**src/rtl/seq_div.sv**
```systemverilog
// Sequential restoring signed divider: one quotient bit per cycle, fixed
// NBITS+1 cycle latency, start/busy/done handshake, divide-by-zero and overflow flags.
module seq_div #(
  parameter int NBITS     = 16,
  parameter int COUNTBITS = 5
) (
  input  logic             wClk,
  input  logic             nRst,
  input  logic             start,
  input  logic [NBITS-1:0] xDvd,
  input  logic [NBITS-1:0] xDvs,
  output logic [NBITS-1:0] xQuot,
  output logic [NBITS-1:0] xRem,
  output logic             busy,
  output logic             done,
  output logic             dz,
  output logic             ovf
);

  typedef enum logic {S_IDLE, S_RUN} state_t;

  localparam logic [NBITS-1:0]     ONE   = NBITS'(1);
  localparam logic [NBITS-1:0]     Q_MAX = {1'b0, {(NBITS-1){1'b1}}};
  localparam logic [NBITS-1:0]     Q_MIN = {1'b1, {(NBITS-1){1'b0}}};
  localparam logic [COUNTBITS-1:0] LAST  = COUNTBITS'(NBITS);

  state_t               state_q;
  logic [COUNTBITS-1:0] count_q;
  logic [NBITS-1:0]     dvd_q;    // dividend bits shift out, quotient bits shift in
  logic [NBITS-1:0]     dvs_q;
  logic [NBITS:0]       rem_q;
  logic                 sd_q, sv_q;
  logic [NBITS-1:0]     quot_q, rout_q;
  logic                 busy_q, done_q, dz_q, ovf_q;

  logic [NBITS-1:0] abs_dvd, abs_dvs;
  logic [NBITS:0]   rem_shift, rem_d;
  logic [NBITS+1:0] trial;
  logic             q_bit;
  logic [NBITS-1:0] dvd_d;
  logic [NBITS-1:0] qmag, rmag, qneg, rneg;
  logic [NBITS-1:0] res_quot, res_rem;
  logic             res_dz, res_ovf;

  assign abs_dvd = xDvd[NBITS-1] ? (~xDvd + ONE) : xDvd;
  assign abs_dvs = xDvs[NBITS-1] ? (~xDvs + ONE) : xDvs;

  assign rem_shift = {rem_q[NBITS-1:0], dvd_q[NBITS-1]};
  assign trial     = {1'b0, rem_shift} - {2'b00, dvs_q};
  assign q_bit     = ~trial[NBITS+1];
  assign rem_d     = q_bit ? trial[NBITS:0] : rem_shift;
  assign dvd_d     = {dvd_q[NBITS-2:0], q_bit};

  assign qmag = dvd_q;
  assign rmag = rem_q[NBITS-1:0];
  assign qneg = ~qmag + ONE;
  assign rneg = ~rmag + ONE;

  // Only |-2^(N-1)| / 1 with equal signs can yield a magnitude with the top bit set.
  always_comb begin
    res_quot = (sd_q ^ sv_q) ? qneg : qmag;
    res_rem  = sd_q ? rneg : rmag;
    res_dz   = 1'b0;
    res_ovf  = 1'b0;
    if (dvs_q == '0) begin
      res_dz   = 1'b1;
      res_quot = sd_q ? Q_MIN : Q_MAX;
    end else if (!(sd_q ^ sv_q) && qmag[NBITS-1]) begin
      res_ovf  = 1'b1;
      res_quot = Q_MAX;
      res_rem  = '0;
    end
  end

  always_ff @(posedge wClk or negedge nRst) begin
    if (!nRst) begin
      state_q <= S_IDLE;
      count_q <= '0;
      dvd_q   <= '0;
      dvs_q   <= '0;
      rem_q   <= '0;
      sd_q    <= 1'b0;
      sv_q    <= 1'b0;
      quot_q  <= '0;
      rout_q  <= '0;
      busy_q  <= 1'b0;
      done_q  <= 1'b0;
      dz_q    <= 1'b0;
      ovf_q   <= 1'b0;
    end else begin
      done_q <= 1'b0;
      if (start) begin
        state_q <= S_RUN;
        busy_q  <= 1'b1;
        count_q <= '0;
        dvd_q   <= abs_dvd;
        dvs_q   <= abs_dvs;
        sd_q    <= xDvd[NBITS-1];
        sv_q    <= xDvs[NBITS-1];
        rem_q   <= '0;
      end else if (state_q == S_RUN) begin
        if (count_q == LAST) begin
          quot_q  <= res_quot;
          rout_q  <= res_rem;
          dz_q    <= res_dz;
          ovf_q   <= res_ovf;
          busy_q  <= 1'b0;
          done_q  <= 1'b1;
          state_q <= S_IDLE;
        end else begin
          rem_q   <= rem_d;
          dvd_q   <= dvd_d;
          count_q <= count_q + 1'b1;
        end
      end
    end
  end

  assign xQuot = quot_q;
  assign xRem  = rout_q;
  assign busy  = busy_q;
  assign done  = done_q;
  assign dz    = dz_q;
  assign ovf   = ovf_q;

endmodule

```
**config.mk**
```make
export PLATFORM = sky130hd
export DESIGN_NAME = seq_div
export DESIGN_NICKNAME = d
export VERILOG_FILES = /design/src/rtl/seq_div.sv
export SDC_FILE = /design/constraint.sdc
export NUM_CORES = 1
export LEC_CHECK = 0
export CORE_ASPECT_RATIO = 2
export CORE_MARGIN = 1.5
export CORE_UTILIZATION = 40
export CTS_CLUSTER_DIAMETER = 60
export CTS_CLUSTER_SIZE = 16
export DETAILED_ROUTE_END_ITERATION = 12
export PLACE_DENSITY_LB_ADDON = 0.1
export SYNTH_ARGS = -nofsm -noshare
export SYNTH_HDL_FRONTEND = slang
export SYNTH_SLANG_ARGS = --single-unit
```
**constraint.sdc**
```tcl
create_clock -name wClk -period 3.2 [get_ports wClk]
set_input_delay 0.32 -clock wClk [delete_from_list [all_inputs] [get_ports wClk]]
set_output_delay 0.32 -clock wClk [all_outputs]
set_load 0.01 [all_outputs]
```
==> impl_metrics.ini, run 1 <==
[status]
outcome = completed

[timing]
tns_ns = 0
setup_violations = 0
period_share = 0.901
min_period_ns = 2.88
whs_ns = 0.486
worst_slack_ns = 0.316
rsz0062_at_grt = no
tightest_slew_ns = 0.764
max_freq_mhz = 347
maxSlewHeadroom = 0.489
skew_ns = 0.00985
slew_violations = 0
hold_viol = 0

[placed_design]
dp_hpwl_mm = 13.1
port_buffers = 70
place_congestion = 0.895
place_inst = 922
dp_slack_ns = 0.378

[pwr]
ir_drop_mv = 0.314
power_density_nw_per_um2 = 664
leakage_uw = 0.00310

[die]
die_h_um = 175
dieArea_um2 = 15600
io-pin-count = 71
start_util = 0.412
die_w_um = 89.2
core.rowCount = 62
core_area_um2 = 14400

[min_path]
min_path_type = input pin to asynchronous set/reset pin

[global_routing]
overflow = 0
grt_max_degree = 52
grt_use_total = 0.228
antenna_found_initial = 0
grt_pass1_wl_mm = 27.4
grt_pass1_vias = 5393

[synth]
ys_warn_count = 0
yosysTopAreaCellShare = 0.388
ys_async_sr_fraction = 1.00
yosysTopAreaCell = dfrtp_1
syn_area_per_cell_um2 = 8.79
synth_area_leaders = dfrtp_1, xor2_1, o21ai_0
synth-edff-count = 0
ys_ff_latch = 92
synth_ff_type = dfrtp_1
yosysSeqAreaShare = 0.388
synth_nets = 734
syn_inst = 676
synth_cell_type_count = 72
synth_area_um2 = 5940

[worst_setup_path]
reg2reg_depth = 7
max_stage_delay_ns = 0.50
cp_max_fo = 14
critical_path_class = flip-flop to flip-flop
startpoint_type = flip-flop
crit_path_end_kind = flip-flop
crit_path_cell_trace = ha_1 > a21oi_1 > o21ai_0 > or2_1 > o211a_1 > nor2_2 > o311ai_0
crit_slowest_cell = nor2_2
required_ns = 3.38
arrival_ns = 3.06

[cells_and_area]
drive_gt1_frac = 0.0710
nets = 800
area_delta_synth_final_pct = 21.6
diodes = 0
post-route-util = 0.500
layout.cells.non_filler = 939

[clock_network]
cts-resized-gates = 0
ctsLongestPathBuffers = 2
cts.sinks = 92
cts_root_buffer = clkbuf_16
cts_inserted_buffers = 9
cts_hold_buf = 1
cts_tree = yes
cts_setup_buffers = 0
h-tree-depth = 3
path_clk_slew_ns = 0.07
worstSkewPairLatency_ns = 0.35

[run]
cap_violations = 0

[detailed_routing]
vias = 5228
routed_via_density = 5.57
ant_nets = 0
first_pass_iters = 4
drcViolationCount = 0
wl_per_cell_um = 17.7
wl_mm = 16.6
dr.first_iter.drc_count = 255
==> power by group <==
part	internal, uW	switching [uW]
combinational	873	1150
sequential	1330	256
clock	713	478
total	2920	1880
==> Yosys cell counts (7+ instances only) <==
library cell / count
nand2_1: 80
ha_1: 22
a21oi_1: 43
inv_1: 30
dfrtp_1: 92
nand2b_1: 8
o31ai_1: 22
xnor2_1: 21
o21ai_0: 62
nor3_1: 8
nand4_1: 14
nand3_1: 9
xor2_1: 45
nor2_1: 51
a22oi_1: 16
clkbuf_1: 23
or3_1: 7
==> layout by cell type, fill, tap and decap left out, drive strengths merged, types with 3 or more instances in the layout <==
| cell type | netlist | layout |
|---|---|---|
| a21o | 3 | 3 |
| a21oi | 44 | 44 |
| a22oi | 16 | 16 |
| a31oi | 5 | 5 |
| a41oi | 3 | 3 |
| and2 | 5 | 5 |
| and3 | 4 | 4 |
| buf | 9 | 18 |
| clkbuf | 24 | 10 |
| clkdlybuf4s50 | 0 | 69 |
| clkinv | 3 | 4 |
| dfrtp | 92 | 92 |
| ha | 22 | 22 |
| inv | 30 | 32 |
| mux2i | 4 | 4 |
| nand2 | 80 | 80 |
| nand2b | 8 | 8 |
| nand3 | 9 | 9 |
| nand4 | 15 | 15 |
| nor2 | 52 | 52 |
| nor2b | 6 | 6 |
| nor3 | 11 | 11 |
| nor4 | 7 | 7 |
| o211a | 3 | 3 |
| o211ai | 5 | 5 |
| o21a | 3 | 3 |
| o21ai | 63 | 63 |
| o22a | 3 | 3 |
| o311ai | 9 | 9 |
| o31ai | 23 | 23 |
| o41ai | 5 | 5 |
| or2 | 3 | 3 |
| or3 | 7 | 7 |
| or4 | 7 | 7 |
| xnor2 | 21 | 21 |
| xor2 | 45 | 45 |
==> final cells by class <==
| cell class | count | area, um^2 |
|---|---|---|
| clock buffer | 10 | 239 |
| clock inverter | 6 | 93.8 |
| fill | 1432 | 7210 |
| inverter | 33 | 124 |
| multi-input combinational | 518 | 3370 |
| sequential | 92 | 2300 |
| tap | 192 | 240 |
| timing repair buffer | 88 | 848 |
==> worst paths after layout <==
| check | endpoint | from | slack (ns) |
|---|---|---|---|
| worst max-delay path | rem_q[3]$_DFFE_PN0P_ | rem_q[5]$_DFFE_PN0P_ | 0.32 |
| worst min-delay path | xQuot[10]$_DFFE_PN0P_ | nRst | 0.49 |
| worst max register to register | rem_q[3]$_DFFE_PN0P_ | rem_q[5]$_DFFE_PN0P_ | 0.32 |
| worst min register to register | xQuot[1]$_DFFE_PN0P_ | xQuot[1]$_DFFE_PN0P_ | 0.49 |
| max in group asynchronous | rem_q[8]$_DFFE_PN0P_ | nRst | 2.05 |
| min in group wClk | xQuot[1]$_DFFE_PN0P_ | xQuot[1]$_DFFE_PN0P_ | 0.49 |
==> sequential cells by signal, summed over array words and instances, names as in the netlist <==
register  cells
count_q       5
xRem         16
sd_q          1
done          1
rem_q        16
sv_q          1
ovf           1
dvd_q        16
xQuot        16
dz            1
dvs_q        16
busy          1
state_q       1
==> kinds of logic (layout without fill, tap and decap cells) <==
group,count (synthesis),in the layout,synth area share
adders and majority gates,23,23,0.0497
buffers and inverters,66,137,0.0444
DFF,92,92,0.388
xor gates and xnor gates,66,66,0.0973
muxes,6,6,0.0105
AOI/OAI and AO/OA,200,200,0.221
and+or+nand+nor,223,223,0.189
==> metrics by stage <==
step                      area [um^2]  power [uW]
after global routing             7220        5150
after global placement           6880        3610
after floorplan                  5940        3000
after CTS                        7220        4840
final                            7220        4800
after detailed placement         6880        3630
==> critical path, delay by kind of cell (launching register included) <==
family | cells | cell delay (ns)
AO/OA/AOI/OAI | 4 | 1.10
AND/OR/NAND/NOR | 2 | 0.80
flip-flops | 1 | 0.44
adder cells (fa/ha/maj) | 1 | 0.38
==> per-layer routing <==
layer	global-route usage	vias up	routed length (um)
met1	0.238	2530	6120
met5	0	-	0
met3	0.0305	24	394
met2	0.437	104	9630
li1	-	2570	-
met4	0.0891	0	487
Note: power is estimated with default switching activity, not from simulation.
==> run 2, diff against run 1 <==
--- a/config.mk
+++ b/config.mk
@@ -12,6 +12,7 @@
 export CTS_CLUSTER_SIZE = 16
 export DETAILED_ROUTE_END_ITERATION = 12
 export PLACE_DENSITY_LB_ADDON = 0.1
+export RECOVER_POWER = 100
 export SYNTH_ARGS = -nofsm -noshare
 export SYNTH_HDL_FRONTEND = slang
 export SYNTH_SLANG_ARGS = --single-unit
==> constraint.sdc (replaced) <==
create_clock -name wClk -period 3.2 [get_ports wClk]
set_input_delay 0.64 -clock wClk [delete_from_list [all_inputs] [get_ports wClk]]
set_output_delay 0.64 -clock wClk [all_outputs]
set_load 0.01 [all_outputs]
==> impl_metrics.ini, run 2 (synthesized netlist as in run 1, its figures left out) <==
[worst_setup_path]
required_ns = 3.38
crit_slowest_cell = dfrtp_1
startpoint_type = flip-flop
crit_path_cell_trace = ha_1 > a21oi_1 > o21ai_0 > or2_1 > o211a_1 > nor2_2 > clkbuf_2 > o311ai_0
rrSetupSlack_ns = 0.33
crit_path_end_kind = flip-flop
arrival_ns = 3.05
crit_family = compound AO/OA/AOI/OAI gates
max_stage_delay_ns = 0.49
crit_buf_inv = 1
critical_path_class = flip-flop to flip-flop
cp_max_fo = 14

[timing]
min_period_ns = 2.87
tns_ns = 0
rsz0062_at_grt = no
hold_viol = 0
tightest_slew_ns = 1.33
skew_ns = 0.0112
setup_violations = 0
max_freq_mhz = 349
period_share = 0.897
slew_violations = 0
maxSlewHeadroom = 0.113

[global_routing]
grt_max_degree = 48
grt_use_total = 0.222
grt_pass1_vias = 5325
antenna_found_initial = 0
met3_usage = 0.0282
grtUsageMet2 = 0.428
overflow = 0
grtUsageMet1 = 0.229
busiest_layer = met2
grt_pass1_wl_mm = 26.7

[cells_and_area]
nets = 803
seq_area_um2 = 2300
drive_gt1_frac = 0.0587
area_delta_synth_final_pct = 20.5
final_cell_mix = dfrtp_1, nand2_1, o21ai_0
diodes = 0
num-fill-cells = 1419
layout.cells.non_filler = 942
layout_commonest_cell = dfrtp_1
multi_input_area_um2 = 3360

[clock_network]
h-tree-depth = 3
cts_tree = yes
cts_root_buffer = clkbuf_16
cts_inserted_buffers = 9
cts-resized-gates = 0
cts_hold_buf = 0
cts.sinks = 92
ctsLongestPathBuffers = 2
cts_setup_buffers = 0
path_clk_slew_ns = 0.06
worstSkewPairLatency_ns = 0.35

[detailed_routing]
first_pass_iters = 4
wl_per_cell_um = 17.2
wl_mm = 16.2
drcViolationCount = 0
vias = 5247
routed_via_density = 5.57
ant_nets = 0
dr.first_iter.drc_count = 181

[placed_design]
dp_hpwl_mm = 12.9
place_inst = 926
port_buffers = 70
place_congestion = 0.927

[pwr]
ir_drop_mv = 0.297
total_power_uw = 4680
leakage_uw = 0.00318
power_density_nw_per_um2 = 653

[die]
core.rowCount = 62
io-pin-count = 71
dieArea_um2 = 15600
core_area_um2 = 14400
start_util = 0.412
die_h_um = 175
die_w_um = 89.2

[status]
outcome = completed

[min_path]
min_path_type = flip-flop to flip-flop

[run]
cap_violations = 0
-- run 2: changes by cell type in the layout (fill, tap and decap cells not counted), moves of 3 or more --
cell,before,now
buf_4,17,12
clkbuf_1,0,9
clkdlybuf4s50_1,69,28
dlygate4sd3_1,1,41
o311ai_0,5,8
o311ai_1,4,1
-- run 2: metal layers --
metal	wire length [um]	vias up
met5	0	-
met4	532	0
met3	471	35
met2	9280	113
met1	5940	2517
li1	-	2582
-- run 2: path summary, 6_finish.rpt --
| path | from | end | depth (start not counted) |
|---|---|---|---|
| max | rem_q[9]$_DFFE_PN0P_ | rem_q[2]$_DFFE_PN0P_ | 8 |
| min | xRem[14]$_DFFE_PN0P_ | xRem[14]$_DFFE_PN0P_ | 2 |
| max in group asynchronous | nRst | xRem[14]$_DFFE_PN0P_ | 2 |
| min in group asynchronous | nRst | xQuot[6]$_DFFE_PN0P_ | 1 |
| max reg2reg | rem_q[9]$_DFFE_PN0P_ | rem_q[2]$_DFFE_PN0P_ | 8 |
| min reg2reg | xRem[14]$_DFFE_PN0P_ | xRem[14]$_DFFE_PN0P_ | 2 |
-- run 2: per-stage QoR --
step / hold WS, ns / instance area (um^2) / worst slack (ns) / util
after floorplan: 0.344 / 5940 / 0.933 / -
after global placement: 0.465 / 6900 / 0.412 / 0.478
after detailed placement: 0.477 / 6900 / 0.394 / 0.478
after CTS: 0.332 / 7210 / 0.379 / 0.500
after global routing: 0.501 / 7160 / 0.104 / 0.496
final: 0.477 / 7160 / 0.331 / 0.496
-- run 2: cell type report --
class | instances | area share
Multi-Input combinational cell | 518 | 0.469
Tap cell | 192 | 0.0336
Timing Repair Buffer | 91 | 0.115
Sequential cell | 92 | 0.322
Clock buffer | 13 | 0.0378
Inverter | 33 | 0.0173
Clock inverter | 3 | 0.00612
-- run 2: power breakdown --
group	switching (uW)	internal, uW	total, uW	leakage, uW
Sequential	278	1330	1610	0.00119
Clock	439	670	1110	0.000156
Combinational	1100	858	1960	0.00184
-- run 2: worst min-delay path, delay by kind of cell (launching register included) --
family | cells | cell delay (ns)
AOI/OAI and AO/OA | 1 | 0.06
DFF | 1 | 0.33
and+or+nand+nor | 1 | 0.05
==> run 3, diff against run 2 <==
--- a/config.mk
+++ b/config.mk
@@ -5,6 +5,7 @@
 export SDC_FILE = /design/constraint.sdc
 export NUM_CORES = 1
 export LEC_CHECK = 0
+export CAP_MARGIN = 20
 export CORE_ASPECT_RATIO = 2
 export CORE_MARGIN = 1.5
 export CORE_UTILIZATION = 40
@@ -13,6 +14,7 @@
 export DETAILED_ROUTE_END_ITERATION = 12
 export PLACE_DENSITY_LB_ADDON = 0.1
 export RECOVER_POWER = 100
+export SETUP_SLACK_MARGIN = 0.2
 export SYNTH_ARGS = -nofsm -noshare
 export SYNTH_HDL_FRONTEND = slang
 export SYNTH_SLANG_ARGS = --single-unit
==> impl_metrics.ini, run 3 (synthesized netlist as in run 1, its figures left out) <==
[cells_and_area]
multi_input_area_um2 = 3360
drive_gt1_frac = 0.0573
nets = 803
final_cell_mix = dfrtp_1, nand2_1, o21ai_0
num-fill-cells = 1422
fin_area_um2 = 7150
seq_area_um2 = 2300
diodes = 0
area_delta_synth_final_pct = 20.4
layout_commonest_cell = dfrtp_1

[clock_network]
worstSkewPairLatency_ns = 0.35
cts_tree = yes
ctsLongestPathBuffers = 2
path_clk_slew_ns = 0.06
cts.sinks = 92
h-tree-depth = 3
cts_root_buffer = clkbuf_16
cts_inserted_buffers = 9

[worst_setup_path]
arrival_ns = 3.08
required_ns = 3.38
crit_slowest_cell = dfrtp_1
max_stage_delay_ns = 0.49
critical_path_class = flip-flop to flip-flop
crit_path_end_kind = flip-flop
crit_path_cell_trace = ha_1 > a21oi_1 > o21ai_0 > or2_0 > o211a_1 > nor2_2 > clkbuf_2 > o311ai_0
worstSetupStartpoint = rem_q[9]$_DFFE_PN0P_
crit-reg2reg-launch = rem_q[9]$_DFFE_PN0P_
startpoint_type = flip-flop
cp_max_fo = 14

[detailed_routing]
first_pass_iters = 4
ant_nets = 0
vias = 5247
dr.first_iter.drc_count = 184
wl_mm = 16.2
wl_per_cell_um = 17.2
drcViolationCount = 0
routed_via_density = 5.57

[timing]
maxSlewHeadroom = 0.119
period_share = 0.904
min_period_ns = 2.89
skew_ns = 0.0103
max_freq_mhz = 346
rsz0062_at_grt = no
slew_violations = 0
tightest_slew_ns = 1.32
hold_viol = 0
tns_ns = 0
setup_violations = 0
whs_ns = 0.477

[global_routing]
grt_max_degree = 48
overflow = 0
grt_pass1_wl_mm = 26.7
antenna_found_initial = 0
grt_use_total = 0.222
grt_pass1_vias = 5325

[run]
cap_violations = 0

[die]
core.rowCount = 62
start_util = 0.412
io-pin-count = 71
dieArea_um2 = 15600
die_w_um = 89.2
die_h_um = 175
core_area_um2 = 14400

[placed_design]
place_area_um2 = 6900
place_congestion = 0.927
dp_hpwl_mm = 12.9
port_buffers = 70

[pwr]
ir_drop_mv = 0.297
total_power_uw = 4670
power_density_nw_per_um2 = 653
leakage_uw = 0.00318

[min_path]
min_path_type = flip-flop to flip-flop
min_from = xRem[14]$_DFFE_PN0P_

[status]
outcome = completed
run 3: changes by cell type in the layout (fill, tap and decap cells not counted), sizes merged:
cell    previous run  this run
buf               12        11
clkbuf            23        24
run 3: layout make-up:
class / count / area share
Multi-Input combinational cell: 518 / 0.469
Inverter: 33 / 0.0173
Sequential cell: 92 / 0.322
Clock buffer: 13 / 0.0378
Tap cell: 192 / 0.0336
Clock inverter: 3 / 0.00612
Timing Repair Buffer: 91 / 0.114
run 3: path summary, 6_finish.rpt:
path | endpoint | slack [ns] | depth (start not counted)
worst max register to register | rem_q[2]$_DFFE_PN0P_ | 0.31 | 8
worst min register to register | xRem[14]$_DFFE_PN0P_ | 0.48 | 2
min in group asynchronous | xQuot[6]$_DFFE_PN0P_ | 0.55 | 1
worst max-delay path | rem_q[2]$_DFFE_PN0P_ | 0.31 | 8
max in group asynchronous | xRem[11]$_DFFE_PN0P_ | 0.83 | 2
worst min-delay path | xRem[14]$_DFFE_PN0P_ | 0.48 | 2
run 3: what timing repair did:
action / CTS / global route
resized for setup: 0 / 1
setup endpoints to repair: 0 / 2
hold buffers: 0 / 0
setup buffers: 0 / 0
run 3: per-stage QoR:
stage / utilization / worst slack (ns) / std cells
6_report: 0.496 / 0.307 / 942
5_1_grt: 0.496 / 0.125 / 942
4_1_cts: 0.500 / 0.379 / 942
3_5_place_dp: 0.478 / 0.394 / 926
3_3_place_gp: 0.478 / 0.412 / 926
2_1_floorplan: - / 0.933 / 676
run 3: power by group:
part / total [uW] / switching [uW] / internal, uW
Combinational: 1960 / 1100 / 857
Clock: 1110 / 440 / 670
Sequential: 1610 / 276 / 1330
Total: 4670 / 1820 / 2860
run 3: critical path: cells and delay by family, from the launching register on:
family / cells / cell delay, ns
AOI/OAI and AO/OA: 4 / 1.08
adders and majority gates: 1 / 0.48
buffers and inverters: 1 / 0.30
DFF: 1 / 0.49
and+or+nand+nor: 2 / 0.38
run 3: routing by layer:
layer / global-route usage / share of wire
met2: 0.428 / 0.57
met3: 0.0282 / 0.029
met5: 0 / 0
met1: 0.229 / 0.37
met4: 0.0942 / 0.031
